===== config.mk =====
export PLATFORM = sky130hd
export DESIGN_NAME = pfd_tdc
export DESIGN_NICKNAME = d
export VERILOG_FILES = /design/src/rtl/pll_pkg.sv /design/src/rtl/pfd_tdc_edge_det.sv /design/src/rtl/pfd_tdc.sv
export SDC_FILE = /design/constraint.sdc
export NUM_CORES = 1
export LEC_CHECK = 0
export ABC_AREA = 0
export CORE_MARGIN = 2
export CORE_UTILIZATION = 55
export DETAILED_ROUTE_END_ITERATION = 8
export PLACE_DENSITY_LB_ADDON = 0.1
export SETUP_SLACK_MARGIN = 0.4
export SLEW_MARGIN = 40
export SYNTH_ARGS = -nofsm -noshare
export SYNTH_HDL_FRONTEND = slang
export SYNTH_HIERARCHICAL = 1
export SYNTH_SLANG_ARGS = --single-unit

===== constraint.sdc =====
create_clock -name CLK -period 4.8 [get_ports CLK]
set_input_delay 1.44 -clock CLK [delete_from_list [all_inputs] [get_ports CLK]]
set_output_delay 1.44 -clock CLK [all_outputs]
set_load 0.02 [all_outputs]

===== src/rtl/pll_pkg.sv =====
// Types and constants shared by the phase detector and the loop integrator.
// The error width is fixed here so both sides of the interface always agree.
package pll_pkg;

    localparam int W = 24;

    typedef logic signed [W-1:0] err_t;
    typedef logic        [W-2:0] cnt_t;

    localparam err_t ERR_MAX = {1'b0, {(W-1){1'b1}}};

    typedef enum logic [1:0] {
        IDLE      = 2'd0,
        REF_FIRST = 2'd1,
        FB_FIRST  = 2'd2
    } pfd_state_t;

    // Saturate before negating so the most negative code is never produced.
    function automatic err_t signed_mag(input cnt_t mag, input logic neg);
        err_t v;
        v = err_t'({1'b0, mag});
        if (v > ERR_MAX) begin
            v = ERR_MAX;
        end
        return neg ? -v : v;
    endfunction

endpackage


===== src/rtl/pfd_tdc_edge_det.sv =====
// Rising-edge detector: one register stage plus a history flop, both reset high.
// Latency: the rise is flagged combinationally in the cycle after the level is first sampled high.
// Backpressure: none.
module edge_det (
    input  logic i_clk,
    input  logic i_rst_n,
    input  logic i_lvl,
    output logic o_rise
);

    logic r_d;
    logic r_dd;

    // History resets high so a level already asserted at reset release is not an edge.
    always_ff @(posedge i_clk or negedge i_rst_n) begin
        if (!i_rst_n) begin
            r_d  <= 1'b1;
            r_dd <= 1'b1;
        end else begin
            r_d  <= i_lvl;
            r_dd <= r_d;
        end
    end

    assign o_rise = r_d & ~r_dd;

endmodule


===== src/rtl/pfd_tdc.sv =====
// Counter PFD/TDC: signed cycle distance between ref and fb rising edges (optional PFD_DEADZONE_EN).
// Latency: result registered one cycle after the closing edge is detected; one-cycle strobes.
// Backpressure: none; the downstream integrator must accept every err_valid strobe.
module pfd_tdc
    import pll_pkg::*;
#(
    parameter int TIMEOUT  = 4096,
    parameter int DEADZONE = 2
) (
    input  logic CLK,
    input  logic RST_N,
    input  logic ref_in,
    input  logic fb_in,
    output err_t err,
    output logic err_valid,
    output logic slip,
    output logic timeout
);

    localparam cnt_t TO_CNT = cnt_t'(TIMEOUT);
    localparam cnt_t DZ_CNT = cnt_t'(DEADZONE);

`ifdef PFD_DEADZONE_EN
    localparam logic DZ_EN = 1'b1;
`else
    localparam logic DZ_EN = 1'b0;
`endif

    logic       w_ref_rise;
    logic       w_fb_rise;
    logic       w_lead_rise;
    logic       w_close_rise;
    logic       w_neg;
    cnt_t       w_count_inc;

    pfd_state_t r_state;
    cnt_t       r_count;
    err_t       r_err;
    logic       r_err_valid;
    logic       r_slip;
    logic       r_timeout;

    edge_det u_ref_edge (
        .i_clk   (CLK),
        .i_rst_n (RST_N),
        .i_lvl   (ref_in),
        .o_rise  (w_ref_rise)
    );

    edge_det u_fb_edge (
        .i_clk   (CLK),
        .i_rst_n (RST_N),
        .i_lvl   (fb_in),
        .o_rise  (w_fb_rise)
    );

    // REF_FIRST and FB_FIRST share one datapath: only the roles and the sign swap.
    assign w_neg        = (r_state == FB_FIRST);
    assign w_lead_rise  = w_neg ? w_fb_rise : w_ref_rise;
    assign w_close_rise = w_neg ? w_ref_rise : w_fb_rise;
    assign w_count_inc  = (r_count == '1) ? r_count : r_count + 1'b1;

    function automatic err_t normal_err(input cnt_t mag, input logic neg);
        if (DZ_EN && (mag <= DZ_CNT)) begin
            return '0;
        end
        return signed_mag(mag, neg);
    endfunction

    always_ff @(posedge CLK or negedge RST_N) begin
        if (!RST_N) begin
            r_state     <= IDLE;
            r_count     <= '0;
            r_err       <= '0;
            r_err_valid <= 1'b0;
            r_slip      <= 1'b0;
            r_timeout   <= 1'b0;
        end else begin
            r_err       <= '0;
            r_err_valid <= 1'b0;
            r_slip      <= 1'b0;
            r_timeout   <= 1'b0;
            case (r_state)
                IDLE: begin
                    if (w_ref_rise && w_fb_rise) begin
                        r_err_valid <= 1'b1;
                    end else if (w_ref_rise) begin
                        r_state <= REF_FIRST;
                        r_count <= cnt_t'(1);
                    end else if (w_fb_rise) begin
                        r_state <= FB_FIRST;
                        r_count <= cnt_t'(1);
                    end
                end
                REF_FIRST, FB_FIRST: begin
                    if (w_close_rise) begin
                        r_err       <= normal_err(r_count, w_neg);
                        r_err_valid <= 1'b1;
                        if (w_lead_rise) begin
                            r_count <= cnt_t'(1);
                        end else begin
                            r_state <= IDLE;
                            r_count <= '0;
                        end
                    end else if (w_lead_rise) begin
                        // Slip: report what was measured and restart from the new leading edge.
                        r_err       <= signed_mag(r_count, w_neg);
                        r_err_valid <= 1'b1;
                        r_slip      <= 1'b1;
                        r_count     <= cnt_t'(1);
                    end else if (r_count >= TO_CNT) begin
                        r_err       <= w_neg ? -ERR_MAX : ERR_MAX;
                        r_err_valid <= 1'b1;
                        r_timeout   <= 1'b1;
                        r_state     <= IDLE;
                        r_count     <= '0;
                    end else begin
                        r_count <= w_count_inc;
                    end
                end
                default: begin
                    r_state <= IDLE;
                    r_count <= '0;
                end
            endcase
        end
    end

    assign err       = r_err;
    assign err_valid = r_err_valid;
    assign slip      = r_slip;
    assign timeout   = r_timeout;

endmodule


* After elaboration in Yosys (flattened, before gate mapping)
Index checks and enable logic that the tools add are counted.
** Word-level totals
- Register bits after elaboration :: 56
- Input port bits :: 4
- Output and inout bits :: 27
** Operators by class
- Add/sub/neg operators :: 2
- Magnitude comparators :: 1
- Equal/unequal tests :: 8
- Muxes and demuxes :: 36
- Bitwise operators :: 4
- Reduce and logical (&&, ||, !) cells :: 5
** Operators by type and width (count)
- $mux 23 :: 7
- $mux 24 :: 6
- $pmux 23 s2 :: 1
- $neg 23->24 :: 1
- $add 23x1->23 const B :: 1
- $eq 23x23->1 const B :: 1
- $ge 23x13->1 const B :: 1
- $mux 2 :: 7
- $mux 1 :: 13
- $ne 3x3->1 const B :: 2
- $ne 5x5->1 const B :: 1
- $ne 2x2->1 const B :: 2
- $pmux 2 s2 :: 1
- $reduce_and 4->1 :: 1
- $reduce_and 3->1 :: 1
- $and 1x1->1 :: 2
- $eq 2x1->1 const B :: 1
- $eq 2x2->1 const B :: 1
- $logic_not 2->1 :: 1
- $not 1->1 :: 2
- $pmux 1 s2 :: 1
- $reduce_or 2->1 :: 1
- $logic_and 1x1->1 :: 1

* Logic depth before layout (Yosys ltp)
- Word-level depth :: 6
- Depth in mapped cells :: 9

* Hierarchy
The synthesis kept the hierarchy.
** By module, submodules not included
- pfd_tdc :: instances 1, cells an instance 300, area each 2854.0 µm²
- edge_det :: instances 2, cells an instance 3, area each 66.3 µm²

* Least setup slack after synthesis
OpenSTA, ideal clock, no wires.
- Path type :: register -> register
- Start :: reg r_state[1]
- End :: reg r_count[3]
- Data arrival time :: 1956 ps
- Slack :: 2748 ps
- Stages on the path, launching flop included :: 10
- Path buffers :: 2
- Period minus slack after synthesis :: 2052 ps
- Path through :: dfrtp_1 inv_1 ha_1 clkbuf_1 inv_1 or3_4 buf_6 nor2_4 nand2_1 o31ai_1
** Between the ends
- Longest elaborated chain between the ends :: 5
** RTL lines
- start: declaration :: RTL line pfd_tdc.sv:36 : pfd_state_t r_state;
- start signal: assignment :: RTL line pfd_tdc.sv:72 : r_state <= IDLE;
- start signal: assignment :: RTL line pfd_tdc.sv:88 : r_state <= REF_FIRST;
- start signal: assignment :: RTL line pfd_tdc.sv:91 : r_state <= FB_FIRST;
- $eq 2x2->1 :: RTL line pfd_tdc.sv:58, pfd_tdc.sv:83
- $mux 1 :: RTL line pfd_tdc.sv:59 : assign w_lead_rise = w_neg ? w_fb_rise : w_ref_rise;
- $mux 23 :: RTL line pfd_tdc.sv:105 : end else if (w_lead_rise) begin
- $mux 23 :: RTL line pfd_tdc.sv:96 : if (w_close_rise) begin
- $pmux 23 s2 :: RTL line pfd_tdc.sv:83 : case (r_state)
- end signal: assignment :: RTL line pfd_tdc.sv:89 : r_count <= cnt_t'(1);
- end signal: assignment :: RTL line pfd_tdc.sv:100 : r_count <= cnt_t'(1);
- end signal: assignment :: RTL line pfd_tdc.sv:110 : r_count <= cnt_t'(1);
- end: declaration :: RTL line pfd_tdc.sv:37 : cnt_t r_count;
Several ways; a longest one is shown, not always the timed one.
A chain may end at the register's enable or synchronous reset.

* Worst setup path after layout
- Start :: reg r_timeout, in the netlist timeout
- End :: out timeout
** RTL lines
- start: declaration :: RTL line pfd_tdc.sv:41 : logic r_timeout;
- start signal: assignment :: RTL line pfd_tdc.sv:77 : r_timeout <= 1'b0;
- start signal: assignment :: RTL line pfd_tdc.sv:82 : r_timeout <= 1'b0;
- start signal: assignment :: RTL line pfd_tdc.sv:114 : r_timeout <= 1'b1;
- end: declaration :: RTL line pfd_tdc.sv:17 : output logic timeout
No word-level cell between the ends.

==> metrics.md <==
| Metric | Value |
|---|---|
| # setup viols final | 0 |
| CTS root buffer | clkbuf_8 |
| PwrDens | 510 mW/mm^2 |
| Area growth syn-to-layout | 10.9% |
| Vias in the first global route | 2109 |
| RSZ-0062 raised after global routing | false |
| Initial antenna violation count | 0 |
| Post-DP HPWL | 4180 um |
| Resize count post-CTS | 0 |
| Clk_lat worst skew | 0.31 ns |
| H-tree Lvls | 2 |
| Remaining global-route overflow | 0 |
| Crit-path max cell delay | 0.61 ns |
| DR pass1 iterations | 4 |
| IO Pins | 31 |
| Post-cts hold buffer count | 0 |
| Register bit total from synthesis | 56 |
| Via count | 2260 |
| Port bufs | 30 |
| Core area | 0.00517 mm^2 |
| Hold Path Class | register to register |
| Outcome | completed |
| Area share of the largest cell type after synthesis | 43.6% |
| Fmax | 370 MHz |
| Worst path slowest cell | clkdlybuf4s50_1 |
| Final wirelength | 5980 um |
| Crit path cell chain | clkdlybuf4s50_1 |
| Synthesis Warnings | 6 |
| Cell leakage power | 1.44 nW |
| Worst Tran Pin Value | 0.638 ns |
| Num CTS Buffers | 5 |
| Setup CP Type | register to output pin |
| Async SR Flop Fraction | 100% |
| Largest cells by area after synthesis | dfrtp_1 44%, o21ai_0 4.4%, nand2_1 3.9% |
| Clock-pin transition on the worst setup and hold timing paths | 0.09 ns |
| GRT Util Overall | 22.0% |
| Share of the yosys chip area belonging to registers | 47.1% |
| FILL cells | 441 |
| MaxCap Viol Count | 0 |
| CTS tree | built |
| CP top delay family | buffers and inverters |
| Drt initial violations | 172 |
| Die area | 0.00604 mm^2 |
| WP data arrival | 1.26 ns |
| Number of synthesized flops with an enable pin | 0 |
| Antenna viol nets, final | 0 |
| Gp weighted congestion | 0.851 |
| Relative slew slack | 57.3% |
| Synth Cell Area | 0.00299 mm^2 |
| Final worst slack | 2.10 ns |
| Initial Utilization | 57.7% |
| Most area-hungry cell type in the Yosys netlist | dfrtp_1 |
| Element type at the critical path end | output pin |
| Most common library cells after synthesis | 52 x dfrtp_1, 31 x nand2_1, 26 x o21ai_0 |
| Number of vias per cell | 5.75 |
| Pin count of the biggest net entering global routing | 37 |
| Cell count after synthesis | 306 |
| Total power draw | 1.69 mW |
| Peak supply drop | 0.000455 V |
| Clock Sinks | 56 |
| Wire per inst | 15.2 um |
| Die width | 77.7 um |
| Ant diodes | 0 |
| Residual DRC | 0 |
| Worst setup SP type | register |
| Max Root-Sink Buffers | 2 |
| Die height | 77.7 um |
| Final period utilization | 56.3% |
| DP Worst Slack | 2.41 ns |
| Rows | 26 |
| Share of cells above drive strength 1 | 10.5% |
| Worst path required time | 3.36 ns |
| Syn avg cell area | 9.76 um^2 |
| Syn_nets | 315 |
| Hold Fails Final Rpt | 0 |
| CP Max Fanout | 1 |
| Netlist cell types | 50 |
| Max-slew violations | 0 |
| Final Skew | 0.00470 ns |
| Setup TNS | 0 ns |
| Count leader, synth | dfrtp_1 |
| First-pass GRT wire length | 10600 um |
| Post-CTS setup buffers | 0 |
| Ys flop type | dfrtp_1 |
| CP bufs+invs | 1 |
| Crit path time final | 2.70 ns |
| Fin nets | 331 |
==> stage by stage <==
step / std cells / utilization [%] / hold WS [ns] / cell area (um^2)
after floorplan: 306 / - / 0.354 / 2990
after global placement: 385 / 62.4 / 0.356 / 3230
after detailed placement: 385 / 62.4 / 0.359 / 3230
after CTS: 393 / 64.0 / 0.371 / 3310
after global routing: 393 / 64.1 / 0.378 / 3310
final: 393 / 64.1 / 0.370 / 3310
==> flip-flops by register name, indices dropped and copies added (netlist names) <==
| register | count |
|---|---|
| err_valid | 1 |
| r_count | 23 |
| u_ref_edge/r_d | 1 |
| u_ref_edge/r_dd | 1 |
| r_state | 2 |
| u_fb_edge/r_d | 1 |
| u_fb_edge/r_dd | 1 |
| slip | 1 |
| err | 24 |
| timeout | 1 |
==> power by group <==
part | switching [mW] | internal, mW
registers | 0.0396 | 0.548
logic | 0.533 | 0.319
clock network | 0.147 | 0.102
total | 0.720 | 0.969
==> area by class of cell <==
cell class | instances | area (um^2) | area share, %
sequential | 56 | 1410 | 42.4
multi-input combinational | 220 | 1400 | 42.2
timing repair buffer | 32 | 310 | 9.37
tap | 70 | 87.6 | 2.64
clock buffer | 6 | 72.6 | 2.19
inverter | 7 | 26.3 | 0.793
clock inverter | 2 | 12.5 | 0.378
==> final timing paths <==
path / start / endpoint / slack, ns / depth (start not counted)
min in group asynchronous: RST_N / err[20]$_DFF_PN0_ / 1.11 / 1
worst max register to register: r_count[0]$_DFFE_PN0P_ / err[14]$_DFF_PN0_ / 2.39 / 7
worst min register to register: u_fb_edge/r_d$_DFF_PN1_ / u_fb_edge/r_dd$_DFF_PN1_ / 0.37 / 0
worst min-delay path: u_fb_edge/r_d$_DFF_PN1_ / u_fb_edge/r_dd$_DFF_PN1_ / 0.37 / 0
worst max-delay path: timeout$_DFF_PN0_ / timeout / 2.10 / 1
max in group asynchronous: RST_N / r_count[7]$_DFFE_PN0P_ / 2.90 / 2
==> layout by cell type, fill, tap and decap left out, drive strengths merged, types with 2 or more instances in the layout <==
master,count
dfrtp,52
nand2,31
o21ai,31
clkdlybuf4s50,29
a21oi,24
nor2,22
nand3,14
o31ai,12
xor2,12
nor3,12
and2,10
inv,7
clkbuf,6
nor4,6
ha,5
nor3b,4
a31oi,4
dfstp,4
or3,4
o41ai,3
mux2i,3
buf,3
nand4b,2
nand2b,2
a221oi,2
a41oi,2
and4,2
nor2b,2
or4,2
==> cell families (layout without fill, tap and decap cells) <==
family          Yosys count  in the layout  synth area share (%)
simple gates            117            117                  23.0
compound gates           82             82                  16.8
flops                    56             56                  47.1
buf+inv                  30             47                  6.16
xor+xnor                 13             13                  3.81
fa+ha+maj                 5              5                  2.09
mux                       3              3                  1.01
==> layer usage <==
metal | vias up | wire length (um) | part of all wire (%) | global-route usage (%)
li1 | 1114 | - | - | -
met1 | 1071 | 2770 | 46 | 31.6
met2 | 68 | 2810 | 47 | 33.6
met3 | 7 | 323 | 5.4 | 3.37
met4 | 0 | 73 | 1.2 | 8.57
met5 | - | 0 | 0 | 0
(Power assumes the default switching activity.)
